`src/rtl/rc4_prga_decrypt_pkg.sv`:
```
// rc4_pkg: shared FSM states and plaintext character rules for the RC4 decrypt stage.
package rc4_pkg;
  typedef enum logic [4:0] {
    IDLE, INC, RD_I, WT_I, GET_I, RD_J, WT_J, GET_J, WR_I, SET_J, WR_J,
    RD_F, WT_F, DEC, WR_D, NEXT, DONE
  } state_e;
  localparam logic [7:0] ASCII_SPACE = 8'h20;
  localparam logic [7:0] ASCII_LO = 8'h61;
  localparam logic [7:0] ASCII_HI = 8'h7A;
  function automatic logic is_valid_char(input logic [7:0] b);
    return (b == ASCII_SPACE) || (b >= ASCII_LO && b <= ASCII_HI);
  endfunction
endpackage

```
`src/rtl/rc4_prga_decrypt_if.sv`:
```
// rc4_prga_decrypt_if: control handshake plus working RAM, cipher ROM and plaintext RAM ports.
interface rc4_prga_decrypt_if #(parameter int AW = 5);
  logic start, done_ack, busy, done, pass;
  logic [7:0] s_addr, s_wdata, s_q;
  logic s_wren;
  logic [AW-1:0] c_addr, d_addr;
  logic [7:0] c_q, d_wdata;
  logic d_wren;
  modport master (
    output start, done_ack, s_q, c_q,
    input busy, done, pass, s_addr, s_wdata, s_wren, c_addr, d_addr, d_wdata, d_wren
  );
  modport slave (
    input start, done_ack, s_q, c_q,
    output busy, done, pass, s_addr, s_wdata, s_wren, c_addr, d_addr, d_wdata, d_wren
  );
endinterface

```
`src/rtl/rc4_prga_decrypt_char_check.sv`:
```
// rc4_char_check: combinational plaintext validity test (space or lowercase letter).
module rc4_char_check
  import rc4_pkg::*;
(
  input  logic [7:0] ch_i,
  output logic       valid_o
);
  assign valid_o = is_valid_char(ch_i);
endmodule

```
`src/rtl/rc4_prga_decrypt.sv`:
```
// rc4_prga_decrypt: RC4 PRGA over a pre-scheduled S box, XOR-decrypts the cipher ROM into the plaintext RAM.
module rc4_prga_decrypt
  import rc4_pkg::*;
#(
  parameter int MSG_LEN = 32,
  parameter bit CHECK_EN = 1'b1,
  parameter int AW = $clog2(MSG_LEN)
) (
  input logic clk,
  input logic rst,
  rc4_prga_decrypt_if.slave bus
);
  state_e state_q, state_d;
  logic [7:0] i_q, i_d, j_q, j_d, k_q, k_d, si_q, si_d, sj_q, sj_d;
  logic [7:0] s_addr_q, s_addr_d, s_wdata_q, s_wdata_d, d_wdata_q, d_wdata_d;
  logic [AW-1:0] c_addr_q, c_addr_d, d_addr_q, d_addr_d;
  logic pass_q, pass_d, valid;
  logic [7:0] pt;
  assign pt = bus.s_q ^ bus.c_q;
  rc4_char_check u_chk (.ch_i(pt), .valid_o(valid));
  always_ff @(posedge clk or posedge rst) begin
    if (rst) begin
      state_q <= IDLE;
      i_q <= '0;
      j_q <= '0;
      k_q <= '0;
      si_q <= '0;
      sj_q <= '0;
      s_addr_q <= '0;
      s_wdata_q <= '0;
      d_wdata_q <= '0;
      c_addr_q <= '0;
      d_addr_q <= '0;
      pass_q <= 1'b0;
    end else begin
      state_q <= state_d;
      i_q <= i_d;
      j_q <= j_d;
      k_q <= k_d;
      si_q <= si_d;
      sj_q <= sj_d;
      s_addr_q <= s_addr_d;
      s_wdata_q <= s_wdata_d;
      d_wdata_q <= d_wdata_d;
      c_addr_q <= c_addr_d;
      d_addr_q <= d_addr_d;
      pass_q <= pass_d;
    end
  end
  // Swap S[i]/S[j] then fetch S[S[i]+S[j]]; every read waits one state for the synchronous RAM.
  always_comb begin
    state_d = state_q;
    i_d = i_q;
    j_d = j_q;
    k_d = k_q;
    si_d = si_q;
    sj_d = sj_q;
    s_addr_d = s_addr_q;
    s_wdata_d = s_wdata_q;
    d_wdata_d = d_wdata_q;
    c_addr_d = c_addr_q;
    d_addr_d = d_addr_q;
    pass_d = pass_q;
    case (state_q)
      IDLE: if (bus.start) begin
        i_d = '0;
        j_d = '0;
        k_d = '0;
        pass_d = 1'b0;
        state_d = INC;
      end
      INC: begin
        i_d = i_q + 8'd1;
        state_d = RD_I;
      end
      RD_I: begin
        s_addr_d = i_q;
        state_d = WT_I;
      end
      WT_I: state_d = GET_I;
      GET_I: begin
        si_d = bus.s_q;
        j_d = j_q + bus.s_q;
        state_d = RD_J;
      end
      RD_J: begin
        s_addr_d = j_q;
        state_d = WT_J;
      end
      WT_J: state_d = GET_J;
      GET_J: begin
        sj_d = bus.s_q;
        s_addr_d = i_q;
        s_wdata_d = bus.s_q;
        state_d = WR_I;
      end
      WR_I: state_d = SET_J;
      SET_J: begin
        s_addr_d = j_q;
        s_wdata_d = si_q;
        state_d = WR_J;
      end
      WR_J: state_d = RD_F;
      RD_F: begin
        s_addr_d = si_q + sj_q;
        c_addr_d = k_q[AW-1:0];
        state_d = WT_F;
      end
      WT_F: state_d = DEC;
      DEC: begin
        d_addr_d = k_q[AW-1:0];
        d_wdata_d = pt;
        state_d = (CHECK_EN && !valid) ? DONE : WR_D;
      end
      WR_D: state_d = NEXT;
      NEXT: begin
        pass_d = (k_q == 8'(MSG_LEN - 1)) ? 1'b1 : pass_q;
        k_d = (k_q == 8'(MSG_LEN - 1)) ? k_q : k_q + 8'd1;
        state_d = (k_q == 8'(MSG_LEN - 1)) ? DONE : INC;
      end
      DONE: state_d = bus.done_ack ? IDLE : DONE;
      default: state_d = IDLE;
    endcase
  end
  assign bus.busy = state_q != IDLE;
  assign bus.done = state_q == DONE;
  assign bus.pass = pass_q;
  assign bus.s_addr = s_addr_q;
  assign bus.s_wdata = s_wdata_q;
  assign bus.s_wren = (state_q == WR_I) || (state_q == WR_J);
  assign bus.c_addr = c_addr_q;
  assign bus.d_addr = d_addr_q;
  assign bus.d_wdata = d_wdata_q;
  assign bus.d_wren = state_q == WR_D;
endmodule

```
`src/flat_wrapper.sv`:
```
// flat-port wrapper written by rule: the top's interface ports become plain ports
module rc4_prga_decrypt_flat import rc4_pkg::*;
#(
  parameter int MSG_LEN = 32,
  parameter bit CHECK_EN = 1'b1,
  parameter int AW = $clog2(MSG_LEN)
)
  (clk, rst, bus_start, bus_done_ack, bus_s_q, bus_c_q, bus_busy, bus_done, bus_pass, bus_s_addr, bus_s_wdata, bus_s_wren, bus_c_addr, bus_d_addr, bus_d_wdata, bus_d_wren);
  rc4_prga_decrypt_if #(.AW(AW)) bus_i ();
  input logic clk;
  input logic rst;
  input wire logic [$bits(bus_i.start)-1:0] bus_start;
  input wire logic [$bits(bus_i.done_ack)-1:0] bus_done_ack;
  input wire logic [$bits(bus_i.s_q)-1:0] bus_s_q;
  input wire logic [$bits(bus_i.c_q)-1:0] bus_c_q;
  output wire logic [$bits(bus_i.busy)-1:0] bus_busy;
  output wire logic [$bits(bus_i.done)-1:0] bus_done;
  output wire logic [$bits(bus_i.pass)-1:0] bus_pass;
  output wire logic [$bits(bus_i.s_addr)-1:0] bus_s_addr;
  output wire logic [$bits(bus_i.s_wdata)-1:0] bus_s_wdata;
  output wire logic [$bits(bus_i.s_wren)-1:0] bus_s_wren;
  output wire logic [$bits(bus_i.c_addr)-1:0] bus_c_addr;
  output wire logic [$bits(bus_i.d_addr)-1:0] bus_d_addr;
  output wire logic [$bits(bus_i.d_wdata)-1:0] bus_d_wdata;
  output wire logic [$bits(bus_i.d_wren)-1:0] bus_d_wren;
  assign bus_i.start = bus_start;
  assign bus_i.done_ack = bus_done_ack;
  assign bus_i.s_q = bus_s_q;
  assign bus_i.c_q = bus_c_q;
  assign bus_busy = bus_i.busy;
  assign bus_done = bus_i.done;
  assign bus_pass = bus_i.pass;
  assign bus_s_addr = bus_i.s_addr;
  assign bus_s_wdata = bus_i.s_wdata;
  assign bus_s_wren = bus_i.s_wren;
  assign bus_c_addr = bus_i.c_addr;
  assign bus_d_addr = bus_i.d_addr;
  assign bus_d_wdata = bus_i.d_wdata;
  assign bus_d_wren = bus_i.d_wren;
  rc4_prga_decrypt #(.MSG_LEN(MSG_LEN), .CHECK_EN(CHECK_EN), .AW(AW)) u_core (.clk(clk), .rst(rst), .bus(bus_i));
endmodule
```
`config.mk`:
```
export PLATFORM = sky130hd
export DESIGN_NAME = rc4_prga_decrypt_flat
export DESIGN_NICKNAME = d
export VERILOG_FILES = /design/src/rtl/rc4_prga_decrypt_pkg.sv /design/src/rtl/rc4_prga_decrypt_if.sv /design/src/rtl/rc4_prga_decrypt_char_check.sv /design/src/rtl/rc4_prga_decrypt.sv /design/src/flat_wrapper.sv
export SDC_FILE = /design/constraint.sdc
export NUM_CORES = 1
export LEC_CHECK = 0
export CAP_MARGIN = 20
export CORE_MARGIN = 10
export CORE_UTILIZATION = 25
export CTS_BUF_LIST = sky130_fd_sc_hd__clkbuf_4 sky130_fd_sc_hd__clkbuf_8
export CTS_CLUSTER_SIZE = 30
export DETAILED_ROUTE_END_ITERATION = 10
export PLACE_DENSITY_LB_ADDON = 0.15
export SLEW_MARGIN = 20
export SYNTH_ARGS = -nofsm -noshare
export SYNTH_HDL_FRONTEND = slang
export SYNTH_SLANG_ARGS = --single-unit
```
`constraint.sdc`:
```
create_clock -name clk -period 4.4 [get_ports clk]
set_input_delay 0.44 -clock clk [delete_from_list [all_inputs] [get_ports clk]]
set_output_delay 0.44 -clock clk [all_outputs]
set_load 0.02 [all_outputs]
```
==> impl_metrics.yaml, run 1 <==
synth:
  mappedNetlistArea_um2: 4220
  synth-edff-count: 0
  synth-seq-cells: 80
  syn_inst: 434
  ys_seq_area_share_pct: 47.4
  yosysWarnings: 0
  synth_async_sr_flop_share_pct: 100
  synthesis.nets: 472
  ys.flop_type: "dfrtp_1"
  syn_area_per_cell_um2: 9.72
  synth.distinct_cells: 50
drt:
  vias: 3340
  ant_nets: 0
  drt-total-wl_um: 11600
  drt_iter0_markers: 204
  avgViaCountPerCell: 4.68
  first_pass_iters: 4
  drc_errors: 0
  routedWlPerCell_um: 16.3
worst_setup_path:
  endpoint_kind: "primary output"
  cp_slowest_cell: "clkdlybuf4s50_1"
  slowest_delay_ns: 0.58
  rrSetupSlack_ns: 1.88
  crit_path_start_kind: "flip-flop"
  arrival_ns: 2.18
  crit_fanout: 15
  reg2regPathDepth: 5
  worstPathRequired_ns: 3.96
  rr_endpoint: "u_core.j_q[6]"
  path_cells: "nor3_1 -> nand2_1 -> clkdlybuf4s50_1"
  crit_type: "flip-flop to primary output"
  reg2reg_from: "u_core.state_q[0]"
grt:
  grt_pass1_vias: 3420
  grt_max_degree: 42
  use_met1_pct: 13.7
  grt-ovfl-total: 0
  grt_usage_pct: 10.7
  grt_pass1_wl_um: 18800
  grt_use_met2_pct: 16.6
  met3_usage_pct: 3.17
  antenna_found_initial: 0
  grt_busiest_layer: "met2"
die:
  core_um2: 16600
  rows: 47
  die_h_um: 150
  ios: 59
  initial_core_util_pct: 25.4
  die_area_um2: 22500
  die_width_um: 150
hold_path:
  hp-class: "flip-flop to flip-flop"
  hold_depth: 2
  min_from: "u_core.bus.s_wdata[5]"
  min_to: "u_core.bus.s_wdata[5]"
sta:
  holdWs_ns: 0.472
  slew_viol_final: 0
  setup_tns_ns: 0
  period_share_pct: 59.5
  tightest_slew_ns: 0.918
  relSlewSlack_pct: 38.7
  rsz0062_at_grt: "no"
  hold_violations: 0
  skew_ns: 0.0106
  setup_viol: 0
  fin_crit_ns: 2.62
  fmax_ghz: 0.382
cts:
  clockBufferDepth: 2
  numCtsBuffers: 9
  worstSkewPairLatency_ns: 0.37
  ctsHoldBuffers: 0
  tritoncts: "done"
  clkSinkCount: 80
  clk_pin_slew_ns: 0.07
  cts_resized: 0
  root_buffer: "clkbuf_8"
  h-tree-depth: 3
  cts_setup_buffers: 0
final_layout:
  area_growth_pct: 23.8
  diodes: 0
  mostFrequentLayoutCell: "dfrtp_1"
  final_cell_count_no_fill: 714
  final_cell_area_um2: 5220
  fill_cells: 1757
  mostFrequentLayoutCells: "80 x dfrtp_1, 78 x nand2_1, 58 x clkdlybuf4s50_1"
  drive_gt1_share_pct: 8.91
  nets: 529
placed_design:
  dpl_cell_area_um2: 5010
  gp_congestion: 0.802
  post-place-cells: 700
  dpl.hpwl_um: 8640
  numPortBuffers: 58
power:
  swShare_pct: 41.7
  leakagePower_nw: 2.28
  p_sw_mw: 1.53
  total_power_mw: 3.68
  peakVddDrop_uv: 334
  power_density_nw_per_um2: 705
  internal-power_mw: 2.15
  seqPwrFrac_pct: 36.2
  clkPwrFrac_pct: 16.1
  pwr-share-comb_pct: 47.7
status:
  status: "finished, final reports clean"
job:
  maxCapViolCount: 0
-- cells in the mapped netlist, types with 8 or more instances --
cell type  instances  area share (%)
xnor2_1           12             2.5
ha_1              16             4.7
o21ai_0           22             2.6
nand2_1           78             6.9
nand3_1           19             2.3
nor2_1            41             3.6
a21oi_1           20             2.4
dfrtp_1           80              47
mux2_2            15             4.0
xor2_1            11             2.3
nor3_1             8            0.95
a22oi_1           14             2.5
-- critical path: cells and delay by family (launching register included) --
kind | cells | cell delay [ns]
DFF | 1 | 0.56
and+or+nand+nor | 2 | 0.69
buffers and inverters | 1 | 0.58
-- power groups by stage --
stage	logic (mW)	clock network (mW)	registers [mW]
after floorplan	1.10	0	1.40
after global placement	1.77	0	1.35
after detailed placement	1.78	0	1.35
after CTS	1.80	0.625	1.34
after global routing	1.98	0.651	1.38
final	1.76	0.592	1.33
-- through the flow --
step	util, %	setup slack [ns]
4_1_cts	31.5	1.72
6_report	31.5	1.78
3_3_place_gp	30.2	1.87
2_1_floorplan	-	1.91
3_5_place_dp	30.2	1.79
5_1_grt	31.5	1.57
-- metal layers --
metal | vias to the layer above | part of all wire, %
met1 | 1604 | 48
met2 | 68 | 46
met4 | 0 | 1.6
met5 | - | 0
met3 | 16 | 4.7
li1 | 1652 | -
-- area by class of cell --
type                            instances  area, um^2  share of cell area [%]
Multi-Input combinational cell        332        2100                    40.2
Sequential cell                        80        2000                    38.3
Timing Repair Buffer                   63         618                    11.8
Tap cell                              220         275                    5.27
Clock buffer                           10         138                    2.64
Clock inverter                          4        70.1                    1.34
Inverter                                5        20.0                   0.383
-- sequential cells by signal (all words and copies together) (netlist names), 8 cells and up --
name	cells
u_core.bus.s_wdata	8
u_core.j_q	8
u_core.k_q	8
u_core.sj_q	8
u_core.si_q	8
u_core.bus.d_wdata	8
u_core.bus.s_addr	8
u_core.i_q	8
-- worst max path at each step --
stage                           start              endpoint  cells after the start
global placement           bus_s_q[1]         u_core.j_q[7]                      7
floorplan                         rst  u_core.bus.c_addr[0]                      1
global route        u_core.state_q[2]              bus_busy                      3
detailed placement         bus_s_q[1]         u_core.j_q[7]                      7
finish              u_core.state_q[2]              bus_busy                      3
CTS                 u_core.state_q[2]              bus_busy                      3
-- cell families (layout without fill, tap and decap cells) --
| logic type | Yosys count | after routing | share of synthesized area [%] |
|---|---|---|---|
| xor gates and xnor gates | 23 | 23 | 4.77 |
| DFF | 80 | 80 | 47.4 |
| and+or+nand+nor | 182 | 182 | 20.4 |
| adders and majority gates | 18 | 18 | 5.69 |
| buffers and inverters | 22 | 82 | 2.79 |
| muxes | 18 | 18 | 4.72 |
| AOI/OAI and AO/OA | 91 | 91 | 14.1 |
No activity file was read; power rests on OpenSTA's default activity.
==> run 2: changes to the inputs <==
Clock period 4.4 ns to 2.65 ns, I/O delays scaled along.
==> run 2 against run 1 <==
Effect of this change: total power grew 68%; core utilization rose by 0.50 points; sequential power grew 67%; critical endpoint unchanged; count of clock-buffer cells in the layout rose by 3; routed wire length is 0.41% higher; combinational power rose by 70%; non-clock buffer count rose by 9; critical path depth stayed put; sequential share of layout area down 0.60 points; first-iteration DRC count is 26% higher; worst setup slack lost 1.5 ns; clock skew is 0.0017 ns higher.
==> impl_metrics.yaml, run 2 (synthesis results as in run 1) <==
status:
  status: "finished, final reports clean"
worst_setup_path:
  endpoint_kind: "primary output"
  reg2regPathDepth: 7
  worstPathRequired_ns: 2.38
  crit_fanout: 15
  cp_slowest_cell: "clkdlybuf4s50_1"
  crit_type: "flip-flop to primary output"
  arrival_ns: 2.14
  crit_path_start_kind: "flip-flop"
  rr_endpoint: "u_core.bus.s_addr[4]"
  reg2reg_from: "u_core.si_q[0]"
  slowest_delay_ns: 0.58
  rrSetupSlack_ns: 0.51
  path_cells: "nor3_1 -> nand2_1 -> clkdlybuf4s50_1"
placed_design:
  post-place-cells: 709
  gp_congestion: 0.802
  pre_cts_slack_ns: 0.292
  dpl.hpwl_um: 8950
  numPortBuffers: 58
drt:
  routedWlPerCell_um: 16.1
  drt_iter0_markers: 258
  ant_nets: 0
  vias: 3367
  drt-total-wl_um: 11700
  avgViaCountPerCell: 4.65
  drc_errors: 0
  first_pass_iters: 5
die:
  rows: 47
  initial_core_util_pct: 25.4
  core_um2: 16600
  die_area_um2: 22500
  ios: 59
  die_width_um: 150
  die_h_um: 150
grt:
  antenna_found_initial: 0
  grt_pass1_wl_um: 18700
  grt_pass1_vias: 3354
  grt-ovfl-total: 0
  grt_usage_pct: 10.7
  grt_max_degree: 43
cts:
  cts_resized: 0
  clk_pin_slew_ns: 0.08
  clockBufferDepth: 2
  worstSkewPairLatency_ns: 0.38
  cts_setup_buffers: 0
  numCtsBuffers: 9
  root_buffer: "clkbuf_8"
  ctsHoldBuffers: 0
  clkSinkCount: 80
  h-tree-depth: 3
  tritoncts: "done"
sta:
  setup_ws_ns: 0.247
  fin_crit_ns: 2.40
  tightest_slew_ns: 0.543
  period_share_pct: 90.7
  setup_tns_ns: 0
  relSlewSlack_pct: 63.5
  rsz0062_at_grt: "no"
  skew_ns: 0.0124
  setup_viol: 0
  hold_violations: 0
  slew_viol_final: 0
  fmax_ghz: 0.416
final_layout:
  area_growth_pct: 25.7
  regArea_um2: 2000
  diodes: 0
  nets: 538
  drive_gt1_share_pct: 10.7
  final_cell_count_no_fill: 724
  fill_cells: 1773
  mostFrequentLayoutCells: "80 x dfrtp_1, 78 x nand2_1, 58 x clkdlybuf4s50_1"
  multiInputGateArea_um2: 2100
  mostFrequentLayoutCell: "dfrtp_1"
hold_path:
  hp-class: "primary input to asynchronous set/reset pin"
power:
  total_power_mw: 6.20
  leakagePower_nw: 2.32
  peakVddDrop_uv: 581
  power_density_nw_per_um2: 1170
job:
  maxCapViolCount: 0
## run 2: cell types whose count changed in the layout (fill, tap and decap cells not counted)
cell,delta
buf_12,+1
buf_4,+8
bufinv_16,-1
clkbuf_4,+1
clkbuf_8,+2
clkinv_2,-2
clkinvlp_4,+1
## run 2: through the flow
stage	cell area (um^2)	hold slack (ns)	util [%]
detailed placement	5090	0.460	30.7
global placement	5090	0.457	30.7
finish	5310	0.181	32.0
global route	5310	0.217	32.0
CTS	5310	0.186	32.0
floorplan	4220	0.370	-
## run 2: critical path: cells and delay by family (launching register included)
family        cells  cell delay, ns
flops             1            0.55
buf+inv           1            0.58
simple gates      2            0.63
## run 2: power by group
group          total [mW]  internal (mW)  switching, mW
combinational        2.99           1.35           1.64
sequential           2.22           1.73          0.495
clock               0.987          0.519          0.468
## run 2: worst max-delay path by stage
stage	cells past startpoint	from	slack (ns)	end
final	3	u_core.state_q[2]	0.25	bus_busy
after detailed placement	7	bus_s_q[2]	0.29	u_core.j_q[7]
after global routing	3	u_core.state_q[2]	0.04	bus_busy
after floorplan	1	rst	0.33	u_core.bus.c_addr[0]
after global placement	8	bus_s_q[0]	0.33	u_core.j_q[6]
after CTS	3	u_core.state_q[2]	0.18	bus_busy
## run 2: layer usage
metal | vias up | routed length (um) | track usage (%)
met2 | 56 | 5200 | 16.2
li1 | 1666 | - | -
met5 | - | 0 | 0
met3 | 14 | 539 | 3.11
met4 | 0 | 206 | 4.03
met1 | 1631 | 5710 | 14.1
## run 2: area by class of cell
| class | count | area share, % |
|---|---|---|
| multi-input cells | 332 | 39.6 |
| flip-flops and latches | 80 | 37.7 |
| repair buffers | 72 | 13.2 |
| well taps | 220 | 5.19 |
| clock buffers | 13 | 3.25 |
| clock inverters | 2 | 0.708 |
| inverters | 5 | 0.377 |
